==> src/rtl/dsm_decimator.sv <==
// Second-order CIC decimator: turns a 1-bit delta-sigma stream into signed
// DATA_WIDTH samples, one per OSR accepted bits, after two priming windows.
module dsm_decimator #(
  parameter int DATA_WIDTH = 8,
  parameter int OSR        = 64
) (
  input  logic                         i_clk,
  input  logic                         i_rst_n,
  input  logic                         i_bit,
  input  logic                         i_bit_valid,
  output logic signed [DATA_WIDTH-1:0] o_data,
  output logic                         o_valid,
  output logic                         o_overflow
);

  localparam int L     = $clog2(OSR);
  localparam int IW    = 2 * L + 2;
  localparam int SHIFT = 2 * L - (DATA_WIDTH - 1);

  localparam logic signed [IW-1:0] MAX_Y = IW'(2 ** (DATA_WIDTH - 1) - 1);
  localparam logic signed [IW-1:0] MIN_Y = ~MAX_Y;

  typedef enum logic [1:0] {PRIME0, PRIME1, RUN} state_t;

  state_t state, state_next;
  logic   in_run;

  logic signed [IW-1:0] i1, i2, i2_next, x;
  logic signed [IW-1:0] dec_p0, d1, d2;
  logic signed [IW-1:0] c1, c2, y;
  logic [L-1:0]         cnt;
  logic                 window_end;
  logic                 vld_p0, emit_p0;

  function automatic logic signed [DATA_WIDTH-1:0] saturate(input logic signed [IW-1:0] v);
    if (v > MAX_Y)      return MAX_Y[DATA_WIDTH-1:0];
    else if (v < MIN_Y) return MIN_Y[DATA_WIDTH-1:0];
    else                return v[DATA_WIDTH-1:0];
  endfunction

  function automatic logic clamps(input logic signed [IW-1:0] v);
    return (v > MAX_Y) || (v < MIN_Y);
  endfunction

  assign x          = i_bit ? {{(IW-1){1'b0}}, 1'b1} : {IW{1'b1}};
  assign i2_next    = i2 + i1;
  assign window_end = i_bit_valid && (cnt == L'(OSR - 1));

  // Stage p0: integrate at input rate; snapshot i2 at each window end
  always_ff @(posedge i_clk or negedge i_rst_n) begin
    if (!i_rst_n) begin
      i1      <= '0;
      i2      <= '0;
      cnt     <= '0;
      dec_p0  <= '0;
      vld_p0  <= 1'b0;
      emit_p0 <= 1'b0;
    end else begin
      vld_p0  <= window_end;
      emit_p0 <= window_end && in_run;
      if (i_bit_valid) begin
        i1  <= i1 + x;
        i2  <= i2_next;
        cnt <= cnt + 1'b1;
        if (window_end) dec_p0 <= i2_next;
      end
    end
  end

  // Priming FSM: two windows fill the comb history before output is trusted
  always_ff @(posedge i_clk or negedge i_rst_n) begin
    if (!i_rst_n) state <= PRIME0;
    else          state <= state_next;
  end

  always_comb begin
    state_next = state;
    case (state)
      PRIME0:  if (window_end) state_next = PRIME1;
      PRIME1:  if (window_end) state_next = RUN;
      RUN:     state_next = RUN;
      default: state_next = PRIME0;
    endcase
  end

  always_comb begin
    in_run = (state == RUN);
  end

  assign c1 = dec_p0 - d1;
  assign c2 = c1 - d2;
  assign y  = c2 >>> SHIFT;

  // Stage p1: comb, scale and saturate; history advances even while priming
  always_ff @(posedge i_clk or negedge i_rst_n) begin
    if (!i_rst_n) begin
      d1         <= '0;
      d2         <= '0;
      o_data     <= '0;
      o_valid    <= 1'b0;
      o_overflow <= 1'b0;
    end else begin
      o_valid <= vld_p0 && emit_p0;
      if (vld_p0) begin
        d1 <= dec_p0;
        d2 <= c1;
      end
      if (vld_p0 && emit_p0) begin
        o_data     <= saturate(y);
        o_overflow <= o_overflow | clamps(y);
      end
    end
  end

endmodule

==> config.mk <==
export PLATFORM = sky130hd
export DESIGN_NAME = dsm_decimator
export DESIGN_NICKNAME = d
export VERILOG_FILES = /design/src/rtl/dsm_decimator.sv
export SDC_FILE = /design/constraint.sdc
export NUM_CORES = 1
export LEC_CHECK = 0
export CORE_MARGIN = 1
export CORE_UTILIZATION = 30
export DETAILED_ROUTE_END_ITERATION = 10
export DONT_BUFFER_PORTS = 1
export GPL_TIMING_DRIVEN = 0
export HOLD_SLACK_MARGIN = 0.02
export PLACE_DENSITY_LB_ADDON = 0.1
export SKIP_LAST_GASP = 1
export SYNTH_ARGS = -nofsm -noshare
export SYNTH_HDL_FRONTEND = slang
export SYNTH_SLANG_ARGS = --single-unit
==> constraint.sdc <==
create_clock -name i_clk -period 10.4 [get_ports i_clk]
set_input_delay 2.6 -clock i_clk [delete_from_list [all_inputs] [get_ports i_clk]]
set_output_delay 2.6 -clock i_clk [all_outputs]
set_load 0.05 [all_outputs]
# --- Word level (Yosys, flattened, before mapping) ---
# Index checks and enable logic that the tools add are counted.
word_totals:
  in_bits: 4
  regBits: 90
  word_cells: 38
  output_inout_bits: 10
op_classes:
  mux: 6
  add_sub_neg: 5
  magnitude_cmp: 2
  n_reduce_logical: 7
  n_eq_ne: 5
  n_bitwise: 1
ops:
  columns: ["operator", "count"]
  rows:
  - ["adder 14 bit", 2]
  - ["subtractor 14 bit", 2]
  - ["two-way mux 8 bit", 2]
  - ["two-way mux 14 bit", 1]
  - ["greater-than comparator 9 x 8 -> 1 bit, second input constant", 1]
  - ["< comparator 9 x 8 -> 1 bit, second input constant", 1]
  - ["adder 6 x 1 -> 6 bit, second input constant", 1]
  - ["equality test 6 bit, second input constant", 1]
  - ["one-hot mux 2 bit (3 select lines)", 1]
  - ["two-way mux 2 bit", 2]
  - ["!= test 2 bit, second input constant", 2]
  - ["AND reduction 2 bit", 2]
  - ["logical AND 1 bit", 3]
  - ["equality test 2 x 1 -> 1 bit, second input constant", 1]
  - ["equality test 2 bit, second input constant", 1]
  - ["logical NOT 2 bit", 1]
  - ["logical OR 1 bit", 1]
  - ["OR 1 bit", 1]

# --- Depth between registers and ports, before layout ---
depth:
  word_depth: 5
  depth_mapped: 22

# --- Worst setup path before layout ---
# Ideal clock, no wire load.
synth_path:
  kind: "input to register"
  startpoint: "input i_bit"
  endpoint: "register i1[9]"
  n_path_buf: 0
  slack_ns: 5.634
  t_arrival_ns: 4.642
  cell_stages: 11
  required_time_ns: 10.275
  cell_sequence: "inv_1 -> ha_1 -> a21o_1 -> a21oi_1 -> o21bai_1 -> a31o_2 -> a21oi_1 -> o21bai_1 -> a21oi_1 -> xnor2_1 -> mux2_2"
synth_between:
  elab_chain_len: 2
synth_rtl:
  columns: ["item", "line", "source"]
  rows:
  - ["from (decl)", "9", "input logic i_bit,"]
  - ["two-way mux 14 bit", "45", "assign x = i_bit ? {{(IW-1){1'b0}}, 1'b1} : {IW{1'b1}};"]
  - ["adder 14 bit", "62", "i1 <= i1 + x;"]
  - ["to (signal assigned)", "62", null]
  - ["to (decl)", "28", "logic signed [IW-1:0] i1, i2, i2_next, x;"]
# No other way between the ends.
# A chain may end at the register's enable or synchronous reset.

# --- Worst setup path in the final report ---
layout_path:
  startpoint: "register dec_p0[0]"
  endpoint: "register o_data[1]"
layout_between:
  elab_chain_len: 5
  elab_cells_between_ends: 6
  classes_between: "add/sub: 2; order compare: 2; mux: 2"
layout_rtl:
  columns: ["item", "line", "source"]
  rows:
  - ["from (decl)", "29", "logic signed [IW-1:0] dec_p0, d1, d2;"]
  - ["from (signal assigned)", "65", "if (window_end) dec_p0 <= i2_next;"]
  - ["subtractor 14 bit *", "90", "assign c1 = dec_p0 - d1;"]
  - ["via c1[8]", "30", "logic signed [IW-1:0] c1, c2, y;"]
  - ["subtractor 14 bit *", "91", "assign c2 = c1 - d2;"]
  - ["< comparator 9 x 8 -> 1 bit", "37", "else if (v < MIN_Y) return MIN_Y[DATA_WIDTH-1:0];"]
  - ["two-way mux 8 bit", "37", null]
  - ["two-way mux 8 bit *", "36", "if (v > MAX_Y) return MAX_Y[DATA_WIDTH-1:0];"]
  - ["to (signal assigned)", "109", "o_data <= saturate(y);"]
  - ["to (decl)", "11", "output logic signed [DATA_WIDTH-1:0] o_data,"]
# The timed path passes the listed nets; every way through them passes the cells marked *.

==> summary.md <==
| Metric | Value |
|---|---|
| Synth area leader | `dfrtp_1` |
| Crit path top cell by count | `a21oi_1` |
| Highest Clock Rate | `206 MHz` |
| Max incr delay on CP | `a little under 0.4 ns` |
| Met1 WL | `5200 microns` |
| Number of global-route vias before repair | `3842` |
| Final setup vio count | `0` |
| Slew @ Worst Pin | `slightly above 0.7 ns` |
| Final RePlAce weighted congestion | `around 0.75` |
| Setup crit end | `o_data[1]` |
| Seq/Total Area, Yosys | `between 40% and 50%` |
| R2r endpoint | `o_data[1]` |
| Initial core utilization | `between 30% and 40%` |
| TritonCTS Sinks | `90` |
| Worst setup SP type | `register` |
| DR WL met3 | `~300 microns` |
| DR vias | `roughly 3600` |
| Post-synth EDFFs | `0` |
| Endpoints failing hold | `0` |
| Ports | `14` |
| Status | `completed` |
| Clock Tree Buf Depth | `2` |
| Ant diodes | `0` |
| Clock Root Buffer | `clkbuf_16` |
| Total Wirelength | `10700 microns` |
| Area Growth Syn to Fin | `10.8%` |
| Post-synthesis cell type count | `between 50 and 60` |
| Post-synthesis instance area | `about 5500 sq um` |
| DRC | `0` |
| Synth top area share | `41.3%` |
| GRT overflow | `0` |
| Die Height | `between 100 and 150 microns` |
| Crit path cell chain | `inv_1, ha_1, inv_1, fa_1, a21o_1, a21oi_1, o21bai_1, a21o_1, a21oi_1, nor2b_1, nor2_1, xnor2_1, ha_1, a21oi_1, o21ai_0, a22o_1, o41a_1, a31oi_2, or2b_1, mux2_4, a311oi_1` |
| TritonCTS clock tree | `yes` |
| Clock Latency Late Sink | `0.35 ns` |
| RSZ-0062 raised after global routing | `false` |
| Router iterations before antenna repair | `4` |
| Num CTS Buffers | `9` |
| Die ar. | `around 19000 sq um` |
| Vias per inst | `4.66` |
| Worst Hold Launch | `cnt[5]` |
| Critical Path RT | `10.65 ns` |
| Die Width | `approximately 140 microns` |
| ANT nets after route | `0` |
| Worst hold path type | `reg -> reg` |
| H-tree lvl count | `3` |
| Prevailing post-synth register cell | `dfrtp_1` |
| R2R depth | `21` |
| Core Box Area | `17500 sq um` |
| R2r startpoint | `dec_p0[0]` |
| Mapped Cells | `around 540` |
| Share of cells above drive strength 1 | `a little over a tenth` |
| YS warnings | `0` |
| Uppermost routed layer | `met4` |
| Post-Syn Nets | `around 600` |
| Asr flop ratio synth | `between 90% and 100%` |
| CP max stage cell | `fa_1` |
| Fin crit period | `just under 5 ns` |
| Cts hold-fix bufs | `0` |
| Post-CTS Setup Bufs | `0` |
| Critical path startpoint | `dec_p0[0]` |
| First-pass GRT wire length | `between 15000 and 20000 microns` |
| Initial DRC Count | `85` |
| Worst-path clk slew | `~0.070 ns` |
| # rows | `48` |
| DR WL met2 | `~5000 microns` |
| Initial antenna violation count | `0` |
| Final Cycle Share | `46.7%` |
| Critical path endpoint category | `register` |
| Drt wl/cell | `between 10 and 15 microns` |
| Final HPWL DP | `about 7900 microns` |
| Crit Path Class | `reg -> reg` |
| Fin Setup TNS | `0 ns` |
| Gr usage total | `between 10% and 20%` |
| Syn_area_per_cell | `just over 10 sq um` |
| Final Max Tran Viols | `0` |
| Register bit total from synthesis | `90` |
| MaxCap Viol Count | `0` |
| Top cells by area, synth | `dfrtp_1, ha_1, mux2_2` |
| CP Data Arrival Time | `just over 5 ns` |
| Flop-to-flop setup slack | `between 5 and 6 ns` |
| Fin nets | `614` |
| Crit-path max FO | `8` |
| Port Buffers | `0` |
| Clock skew | `0.0124 ns` |
| PostCTS Resize Cnt | `0` |
| Largest net degree at the start of global routing | `91` |
| Relative slew slack | `a little over half` |
## flip-flops by register name, summed over array words and instances, names as in the netlist
signal / count
o_data: 8
state: 2
vld_p0: 1
dec_p0: 14
emit_p0: 1
d2: 14
i1: 14
i2: 14
cnt: 6
o_overflow: 1
d1: 14
o_valid: 1
## stage by stage
stage / hold slack, ns / cell area (sq um) / util [%] / worst slack [ns] / instances
finish: 0.477 / 6040 / 34.4 / 5.54 / 782
global placement: 0.459 / 5730 / 32.7 / 5.26 / 766
floorplan: 0.442 / 5450 / - / 5.63 / 541
detailed placement: 0.462 / 5730 / 32.7 / 5.24 / 766
global route: 0.498 / 6040 / 34.4 / 5.11 / 782
CTS: 0.475 / 6040 / 34.4 / 5.48 / 782
## cells in the mapped netlist (3+ instances only)
cell and count:
a21o_1 11, a21oi_1 36, buf_1 3, clkbuf_1 7
dfrtp_1 90, fa_1 3, ha_1 55, inv_1 44
mux2_2 38, nand2_1 54, nand2b_1 4, nand3_1 5
nand4_1 3, nor2_1 27, nor2b_1 4, nor3_1 8
o21a_1 6, o21ai_0 41, o21bai_1 8, o31ai_1 3
or3_1 3, xnor2_1 33, xor2_1 17
## cells by family (layout without fill, tap and decap cells)
kind of cell    Yosys count  in the layout  share of synthesized area (%)
simple gates            117            117                           9.53
flops                    90             90                           41.3
mux                      42             42                           8.74
compound gates          128            128                           14.4
xor+xnor                 51             51                           8.47
fa+ha+maj                58             58                           13.7
buf+inv                  55             71                           3.79
## cells in the final DEF, fill, tap and decap left out, types with 2 or more instances in the layout
cell	instances
o21bai_1	8
o21a_1	6
xnor2_1	33
fa_1	3
nor2b_1	4
ha_1	55
o211ai_1	2
a211oi_1	2
o21ai_0	41
nor3_1	8
clkinvlp_4	3
nand4_1	3
o31ai_1	3
or3_1	3
a21oi_1	36
o21ai_1	2
mux2_2	38
clkbuf_16	9
a21o_1	11
mux2i_1	2
nand2_1	54
clkbuf_1	7
xor2_1	17
nand3_1	5
a311oi_1	2
and2_1	2
inv_1	44
nor2_1	27
o2111ai_1	2
dfrtp_1	90
nand2b_1	4
buf_1	3
## worst min-delay path by stage
| stage | to | slack [ns] | cells past startpoint |
|---|---|---|---|
| final | cnt[5] | 0.48 | 1 |
| after detailed placement | cnt[5] | 0.46 | 1 |
| after global placement | cnt[5] | 0.46 | 1 |
| after floorplan | cnt[5] | 0.44 | 1 |
| after global routing | cnt[5] | 0.50 | 1 |
| after CTS | cnt[5] | 0.48 | 1 |
## per-layer routing
layer | track usage [%] | vias up
li1 | - | 1903
met1 | 16.1 | 1707
met2 | 22.4 | 28
met3 | 3.70 | 10
met4 | 3.11 | 0
met5 | 0 | -
## critical path: cells and delay by family (launching register included)
family	cells	cell delay, ns
flops	1	0.37
xor+xnor	1	0.16
compound gates	11	2.45
buf+inv	2	0.14
mux	1	0.31
fa+ha+maj	3	0.87
simple gates	3	0.46
## cell type report
cell class / instances / area [sq um]
Clock inverter: 6 / 66.3
Sequential cell: 90 / 2250
Tap cell: 225 / 282
Clock buffer: 10 / 239
Fill cell: 1815 / 11500
Inverter: 45 / 169
Buffer: 10 / 37.5
Multi-Input combinational cell: 396 / 2990
Power is not shown: default switching activity piles up to over one toggle a cycle in this logic, so the estimate is an artifact.
